File: config.mk
export PLATFORM = sky130hd
export DESIGN_NAME = dot_score_scan_flat
export DESIGN_NICKNAME = d
export VERILOG_FILES = /design/src/rtl/dot_score_scan_if.sv /design/src/rtl/dot_score_scan.sv /design/src/flat_wrapper.sv
export SDC_FILE = /design/constraint.sdc
export NUM_CORES = 1
export LEC_CHECK = 0
export ABC_CLOCK_PERIOD_IN_PS = 3300
export BUFFER_PORTS_ARGS = -buffer_cell sky130_fd_sc_hd__buf_2
export CELL_PAD_IN_SITES_DETAIL_PLACEMENT = 1
export CELL_PAD_IN_SITES_GLOBAL_PLACEMENT = 1
export CORE_ASPECT_RATIO = 0.8
export CORE_MARGIN = 5
export CORE_UTILIZATION = 43
export CTS_BUF_LIST = sky130_fd_sc_hd__clkbuf_4 sky130_fd_sc_hd__clkbuf_8
export CTS_CLUSTER_SIZE = 10
export DETAILED_ROUTE_END_ITERATION = 8
export PLACE_DENSITY = 0.76
export SLEW_MARGIN = 20
export SYNTH_ARGS = -nofsm -noshare
export SYNTH_HDL_FRONTEND = slang
export SYNTH_SLANG_ARGS = --single-unit
File: constraint.sdc
create_clock -name Clk -period 3.3 [get_ports Clk]
set_input_delay 0 -clock Clk [delete_from_list [all_inputs] [get_ports Clk]]
set_output_delay 0 -clock Clk [all_outputs]
set_load 0.02 [all_outputs]
File: src/rtl/dot_score_scan_if.sv
// Bundle between the dot-tracker/HUD side and the dot score scanner.
// The master drives the scan request and eaten flags; the slave returns results.
interface dot_score_scan_if #(
  parameter int N_DOTS  = 32,
  parameter int SCORE_W = 16,
  parameter int CNT_W   = $clog2(N_DOTS + 1)
);
  logic               frame_start;
  logic [N_DOTS-1:0]  eaten;
  logic               busy;
  logic               done;
  logic [SCORE_W-1:0] score;
  logic [CNT_W-1:0]   dots_remaining;
  logic [CNT_W-1:0]   new_eats;
  logic               eat_event;
  logic               level_clear;

  modport master (
    output frame_start, eaten,
    input  busy, done, score, dots_remaining,
    input  new_eats, eat_event, level_clear
  );

  modport slave (
    input  frame_start, eaten,
    output busy, done, score, dots_remaining,
    output new_eats, eat_event, level_clear
  );
endinterface

File: src/rtl/dot_score_scan.sv
// Per-frame serial scan of the dot-eaten flags.
// Produces dots remaining, newly eaten count, saturating score, level clear.
module dot_score_scan #(
  parameter int N_DOTS     = 32,
  parameter int DOT_POINTS = 10,
  parameter int SCORE_W    = 16,
  parameter int CNT_W      = $clog2(N_DOTS + 1)
) (
  input logic             Clk,
  input logic             Reset_n,
  input logic             Clear,
  dot_score_scan_if.slave bus
);

  localparam int IDX_W = (N_DOTS > 1) ? $clog2(N_DOTS) : 1;
  localparam int SUM_W = SCORE_W + CNT_W + 8;

  localparam logic [IDX_W-1:0] LAST_IDX = IDX_W'(N_DOTS - 1);
  localparam logic [CNT_W-1:0] ALL_DOTS = CNT_W'(N_DOTS);
  localparam logic [SUM_W-1:0] SAT_MAX =
    {{(SUM_W-SCORE_W){1'b0}}, {SCORE_W{1'b1}}};

  typedef enum logic [1:0] {
    IDLE,
    SCAN,
    UPDATE
  } state_t;

  state_t            state;
  logic [N_DOTS-1:0] sample;
  logic [N_DOTS-1:0] prev;
  logic [IDX_W-1:0]  idx;
  logic [CNT_W-1:0]  cnt_eaten;
  logic [CNT_W-1:0]  cnt_new;
  logic [SUM_W-1:0]  sum;

  // Wide enough that the add can never wrap before saturation.
  always_comb begin
    sum = SUM_W'(bus.score)
        + SUM_W'(cnt_new) * SUM_W'(DOT_POINTS);
  end

  always_ff @(posedge Clk or negedge Reset_n) begin
    if (!Reset_n) begin
      state              <= IDLE;
      sample             <= '0;
      prev               <= '0;
      idx                <= '0;
      cnt_eaten          <= '0;
      cnt_new            <= '0;
      bus.busy           <= 1'b0;
      bus.done           <= 1'b0;
      bus.score          <= '0;
      bus.dots_remaining <= ALL_DOTS;
      bus.new_eats       <= '0;
      bus.eat_event      <= 1'b0;
      bus.level_clear    <= 1'b0;
    end else if (Clear) begin
      state              <= IDLE;
      sample             <= '0;
      prev               <= '0;
      idx                <= '0;
      cnt_eaten          <= '0;
      cnt_new            <= '0;
      bus.busy           <= 1'b0;
      bus.done           <= 1'b0;
      bus.score          <= '0;
      bus.dots_remaining <= ALL_DOTS;
      bus.new_eats       <= '0;
      bus.eat_event      <= 1'b0;
      bus.level_clear    <= 1'b0;
    end else begin
      bus.done      <= 1'b0;
      bus.eat_event <= 1'b0;
      case (state)
        IDLE: begin
          if (bus.frame_start) begin
            sample    <= bus.eaten;
            idx       <= '0;
            cnt_eaten <= '0;
            cnt_new   <= '0;
            bus.busy  <= 1'b1;
            state     <= SCAN;
          end
        end
        SCAN: begin
          cnt_eaten <= cnt_eaten + CNT_W'(sample[idx]);
          cnt_new   <= cnt_new
                     + CNT_W'(sample[idx] & ~prev[idx]);
          if (idx == LAST_IDX) begin
            state <= UPDATE;
          end else begin
            idx <= idx + 1'b1;
          end
        end
        UPDATE: begin
          prev               <= sample;
          bus.dots_remaining <= ALL_DOTS - cnt_eaten;
          bus.new_eats       <= cnt_new;
          bus.score          <= (sum > SAT_MAX)
                                ? SAT_MAX[SCORE_W-1:0]
                                : sum[SCORE_W-1:0];
          bus.level_clear    <= (cnt_eaten == ALL_DOTS);
          bus.done           <= 1'b1;
          bus.eat_event      <= (cnt_new != '0);
          bus.busy           <= 1'b0;
          state              <= IDLE;
        end
        default: begin
          bus.busy <= 1'b0;
          state    <= IDLE;
        end
      endcase
    end
  end

endmodule
File: src/flat_wrapper.sv
// flat-port wrapper written by rule: the top's interface ports become plain ports
module dot_score_scan_flat 
#(
  parameter int N_DOTS     = 32,
  parameter int DOT_POINTS = 10,
  parameter int SCORE_W    = 16,
  parameter int CNT_W      = $clog2(N_DOTS + 1)
)
  (Clk, Reset_n, Clear, bus_frame_start, bus_eaten, bus_busy, bus_done, bus_score, bus_dots_remaining, bus_new_eats, bus_eat_event, bus_level_clear);
  dot_score_scan_if #(.N_DOTS(N_DOTS), .SCORE_W(SCORE_W), .CNT_W(CNT_W)) bus_i ();
  input logic Clk;
  input logic Reset_n;
  input logic Clear;
  input wire logic [$bits(bus_i.frame_start)-1:0] bus_frame_start;
  input wire logic [$bits(bus_i.eaten)-1:0] bus_eaten;
  output wire logic [$bits(bus_i.busy)-1:0] bus_busy;
  output wire logic [$bits(bus_i.done)-1:0] bus_done;
  output wire logic [$bits(bus_i.score)-1:0] bus_score;
  output wire logic [$bits(bus_i.dots_remaining)-1:0] bus_dots_remaining;
  output wire logic [$bits(bus_i.new_eats)-1:0] bus_new_eats;
  output wire logic [$bits(bus_i.eat_event)-1:0] bus_eat_event;
  output wire logic [$bits(bus_i.level_clear)-1:0] bus_level_clear;
  assign bus_i.frame_start = bus_frame_start;
  assign bus_i.eaten = bus_eaten;
  assign bus_busy = bus_i.busy;
  assign bus_done = bus_i.done;
  assign bus_score = bus_i.score;
  assign bus_dots_remaining = bus_i.dots_remaining;
  assign bus_new_eats = bus_i.new_eats;
  assign bus_eat_event = bus_i.eat_event;
  assign bus_level_clear = bus_i.level_clear;
  dot_score_scan #(.N_DOTS(N_DOTS), .DOT_POINTS(DOT_POINTS), .SCORE_W(SCORE_W), .CNT_W(CNT_W)) u_core (.Clk(Clk), .Reset_n(Reset_n), .Clear(Clear), .bus(bus_i));
endmodule
# Word level (Yosys, flattened, before mapping)
# Index checks and enable logic that the tools add are counted.
[op_classes]
addsub = 5
mul = 1
div = 0
magnitude_cmp = 2
n_eq_ne = 8
n_shift = 0
mux = 38
bitwise = 2
reduce_logical = 11
[ops]
columns = ["operator", "count"]
rows = [
  ["two-way mux 32 bit", 5],
  ["two-way mux 16 bit", 3],
  ["two-way mux 6 bit", 7],
  ["> comparator 30 x 16 -> 1 bit, second input constant", 1],
  ["one-hot mux 6 bit (2 select lines)", 2],
  ["adder 16 x 10 -> 17 bit", 1],
  ["two-way mux 5 bit", 3],
  ["binary-select mux 1 bit (select 5 bit)", 2],
  ["two-way mux 1 bit", 10],
  ["one-hot mux 5 bit (2 select lines)", 1],
  ["multiplier 6 x 3 -> 9 bit, second input constant", 1],
  ["AND reduction 2 bit", 4],
  ["adder 6 x 1 -> 6 bit", 1],
  ["adder 6 bit", 1],
  ["AND 1 x 6 -> 6 bit", 1],
  ["== test 6 bit, second input constant", 1],
  ["less-than comparator 5 x 6 -> 1 bit, second input constant", 1],
  ["two-way mux 2 bit", 3],
  ["!= test 3 bit, second input constant", 2],
  ["inverter 1 -> 6 bit", 1],
  ["nonzero test 2 bit", 3],
  ["nonzero test 6 bit", 1],
  ["subtractor 6 bit, first input constant", 1],
  ["adder 5 x 1 -> 5 bit, second input constant", 1],
  ["10 further kinds", 10],
]
[totals]
ff_bits = 115
latchBits = 0
mem_bits_rw = 0
rom_bits = 0
inputBits = 36
output_inout_bits = 32
wordCells = 80
memories = 0

# Logic depth before layout (Yosys ltp)
[depth]
word_depth = 7
ltp_mapped = 13
mapped_depth_nobuf = 12

# Worst setup path before layout
# Ideal clock, no wire load.
[synth_timing]
kind = "register to register"
start = "register u_core.cnt_new[1]"
end = "register u_core.bus.score[14]"
setup_time_ps = 67
t_arrival_ps = 3071
required_ps = 3233
slack_ps = 161
path_stages_with_launch = 13
n_path_buf = 0
synth_period_minus_slack_ps = 3139
path_cell_list = "dfrtp_1 > ha_1 > ha_1 > fa_1 > a21o_1 > a21oi_1 > xnor2_1 > ha_1 > nand2_1 > o21a_2 > o31a_1 > or4_4 > nand3_2"
[synth_between]
elab_chain_len = 6
[synth_rtl]
columns = ["item", "line", "source"]
rows = [
  ["from (decl)", "dot_score_scan.sv:34", "logic [CNT_W-1:0] cnt_new;"],
  ["from (signal assigned)", "dot_score_scan.sv:88", "cnt_new <= cnt_new"],
  ["multiplier 6 x 3 -> 9 bit *", "dot_score_scan.sv:40", "+ SUM_W'(cnt_new) * SUM_W'(DOT_POINTS);"],
  ["adder 16 x 10 -> 17 bit *", "dot_score_scan.sv:40", ""],
  ["> comparator 30 x 16 -> 1 bit", "dot_score_scan.sv:100", "bus.score <= (sum > SAT_MAX)"],
  ["two-way mux 16 bit *", "dot_score_scan.sv:101", "? SAT_MAX[SCORE_W-1:0]"],
  ["two-way mux 16 bit *", "dot_score_scan.sv:75", "case (state)"],
  ["two-way mux 16 bit *", "dot_score_scan.sv:58", "end else if (Clear) begin"],
  ["to (signal assigned)", "dot_score_scan.sv:100", ""],
  ["to (decl)", "dot_score_scan_if.sv:26", "output busy, done, score, dots_remaining,"],
]
# Mark *: on every way between the ends. The rest lies on a longest branch, timed or not. The select of a mux whose other input is x is not followed.
# A chain may end at the register's enable or synchronous reset.

# Worst setup path after layout
[layout_timing]
start = "register u_core.cnt_new[2]"
end = "register u_core.bus.score[14]"
# Same word-level chain as after synthesis.

==> results.toml <==
[status]
status = "finished, final reports clean"

[clock_tree]
htreeDepth = 4
clock-sinks = 115
tritoncts = "yes"
clk_path_buf_depth = 2
insertion_delay_ns = 0.44
cts-root-buf = "clkbuf_8"
cts.clk_slew.worst_paths_ns = 0.07
numCtsBuffers = 17

[synthesis]
netlist_area_um2 = 5900
synth_fa_ha_area_share_pct = 6.19
syn-num-nets = 628
synth_top_family_by_area = "compound AO/OA/AOI/OAI gates"
ys.flop_type = "dfrtp_1"
synth_top_area_share_pct = 48.3
synth_edf_count = 0
synth-seq-cells = 115
synth_top_area_cell = "dfrtp_1"
synth-simple-area-share_pct = 14.0
synth_xor_area_share_pct = 3.86
ys_async_sr_fraction_pct = 100
syn_avg_cell_area_um2 = 10.5
synth_compound_gate_area_share_pct = 16.4
ys_top_cells_by_area = "dfrtp_1 (48%), nand2_1 (6.7%), ha_1 (5.5%)"
muxShareOfSynthArea_pct = 7.55
yosysSeqAreaShare_pct = 48.8
yosysUniqueCellTypes = 63
syn-instance-count = 564
synth_warnings = 0

[floorplanning]
die_height_um = 115
start_util_pct = 43.7
dieArea_um2 = 16200
core_um2 = 13500
ios = 68
rows = 38
die_w_um = 141

[final_layout]
n_antenna_cell = 0
fill_cells = 1507
multi_input_area_um2 = 2890
syn_to_final_growth_pct = 22.8
fin_area_um2 = 7240
postLayoutCoreUtil_pct = 53.6
drive_gt1_share_pct = 22.6
final_cell_mix = "dfrtp_1 (113), nand2_1 (105), buf_2 (66)"
fin_nets = 729
final_common_cell = "dfrtp_1"
seq_area_um2 = 2880

[timing]
hold_violations = 0
setup_viol = 0
clock_skew_ns = 0.00804
fin_ws_ns = 0.146
fin_setup_tns_ns = 0
post-route-period-util_pct = 95.6
grt_setup_unrepaired = "no"
finalCriticalPeriod_ns = 3.15
relSlewSlack_pct = 42.8
fmax_ghz = 0.317
slew_viol_final = 0
worstMarginPinSlew_ns = 0.853

[drt]
routed_wl_um = 16200
drtAntennaViolNets = 0
vias = 4787
vias_per_cell = 5.59
drcViolationCount = 0
wl_per_cell_um = 18.9
drtIter0Drc = 163
firstDrtPassIters = 4

[placed_design]
port_buffers = 67
placed_area_um2 = 6450
pre_cts_slack_ns = -0.00517
gp_congestion = 0.831
hpwlAfterDp_um = 10800

[grt]
grt_first_pass_wirelength_um = 27100
grt_usage_pct = 21.1
antenna_found_initial = 0
grt_max_degree = 63
grt.overflow.total = 0
grt_pass1_vias = 5115

[hold_path]
hold_path_class = "primary input to asynchronous set/reset pin"

[job]
cap_violations = 0

[worst_setup_path]
worstPathRequired_ns = 3.67
cp.arrival_ns = 3.53
cp-end-kind = "flop"
critPathKind = "flop to flop"
worstPathMaxFanout = 7
worst_setup_path_start_kind = "flop"

[pwr]
power_density_nw_per_um2 = 438
ir_drop_v = 0.000262
p_leak_nw = 3.42
power_mw = 3.17
[synthesized netlist by cell type, drive strengths merged, types with 6 or more instances]
cell / number
dfrtp: 114
nand2: 106
a21oi: 57
a22o: 36
ha: 26
nor2: 25
clkbuf: 20
o21ai: 18
xor2: 17
buf: 15
mux2i: 13
mux4: 11
xnor2: 9
nand3: 8
mux2: 6
nand4: 6
[repair_timing]
action / 4_1_cts / 5_1_grt
hold buffers: 35 / 0
hold endpoints to repair: 101 / 0
pin swaps: 0 / 2
endpoints found under the setup margin: 1 / 15
resized for setup: 2 / 6
setup buffers: 0 / 0
[logic make-up (layout without fill, tap and decap cells)]
family | count (synthesis) | count (layout)
AOI/OAI and AO/OA | 144 | 144
DFF | 115 | 115
xor gates and xnor gates | 26 | 26
adders and majority gates | 28 | 28
and+or+nand+nor | 180 | 180
buffers and inverters | 41 | 153
muxes | 30 | 30
[registers in the layout (all words and copies together) (netlist names)]
signal / flops
u_core.sample: 32
u_core.bus.score: 16
u_core.bus.busy: 1
u_core.bus.done: 1
u_core.cnt_new: 6
u_core.state: 2
u_core.bus.level_clear: 1
u_core.prev: 32
u_core.bus.new_eats: 6
u_core.bus.dots_remaining: 6
u_core.idx: 5
u_core.cnt_eaten: 6
u_core.bus.eat_event: 1
[where the power goes]
part	switching (mW)	total (mW)	internal, mW
logic	0.147	0.294	0.147
clock network	0.549	1.36	0.807
registers	0.0736	1.52	1.45
[critical path: stages, from the launching register on]
cell and delay (ns):
dfrtp_2 0.48, ha_1 0.22, ha_2 0.19, fa_2 0.35, a21o_1 0.19, a21oi_2 0.14
xnor2_1 0.09, ha_1 0.37, nand2_2 0.11, o21a_2 0.25, o31a_1 0.13, or4_4 0.49
nand3_2 0.08
[routing by layer]
metal / up-vias / wire length, um / GRT usage, %
li1: 2225 / - / -
met1: 2453 / 7770 / 28.7
met2: 96 / 7650 / 34.3
met3: 13 / 633 / 5.45
met4: 0 / 133 / 4.97
met5: - / 0 / 0
[area by class of cell]
class                           count  area share [%]
Inverter                            5           0.259
Timing Repair Buffer              118            11.3
Multi-Input combinational cell    408            39.9
Sequential cell                   115            39.8
Clock buffer                       26            4.68
Tap cell                          180            3.11
Clock inverter                      4           0.967
[per-stage QoR]
step	hold slack [ns]	cells
floorplan	-0.296	564
global placement	0.131	791
detailed placement	0.156	791
CTS	0.214	856
global route	0.286	856
finish	0.179	856
[final timing paths]
check | slack, ns | endpoint | start | depth (start not counted)
min in group Clk | 0.30 | u_core.sample[21] | bus_eaten[21] | 3
max | 0.15 | u_core.bus.score[14] | u_core.cnt_new[2] | 12
max reg2reg | 0.15 | u_core.bus.score[14] | u_core.cnt_new[2] | 12
min reg2reg | 0.50 | u_core.bus.dots_remaining[5] | u_core.bus.dots_remaining[5] | 2
max in group asynchronous | 2.30 | u_core.sample[9] | Reset_n | 3
min | 0.18 | u_core.bus.score[13] | Reset_n | 2
(Power assumes the default switching activity.)
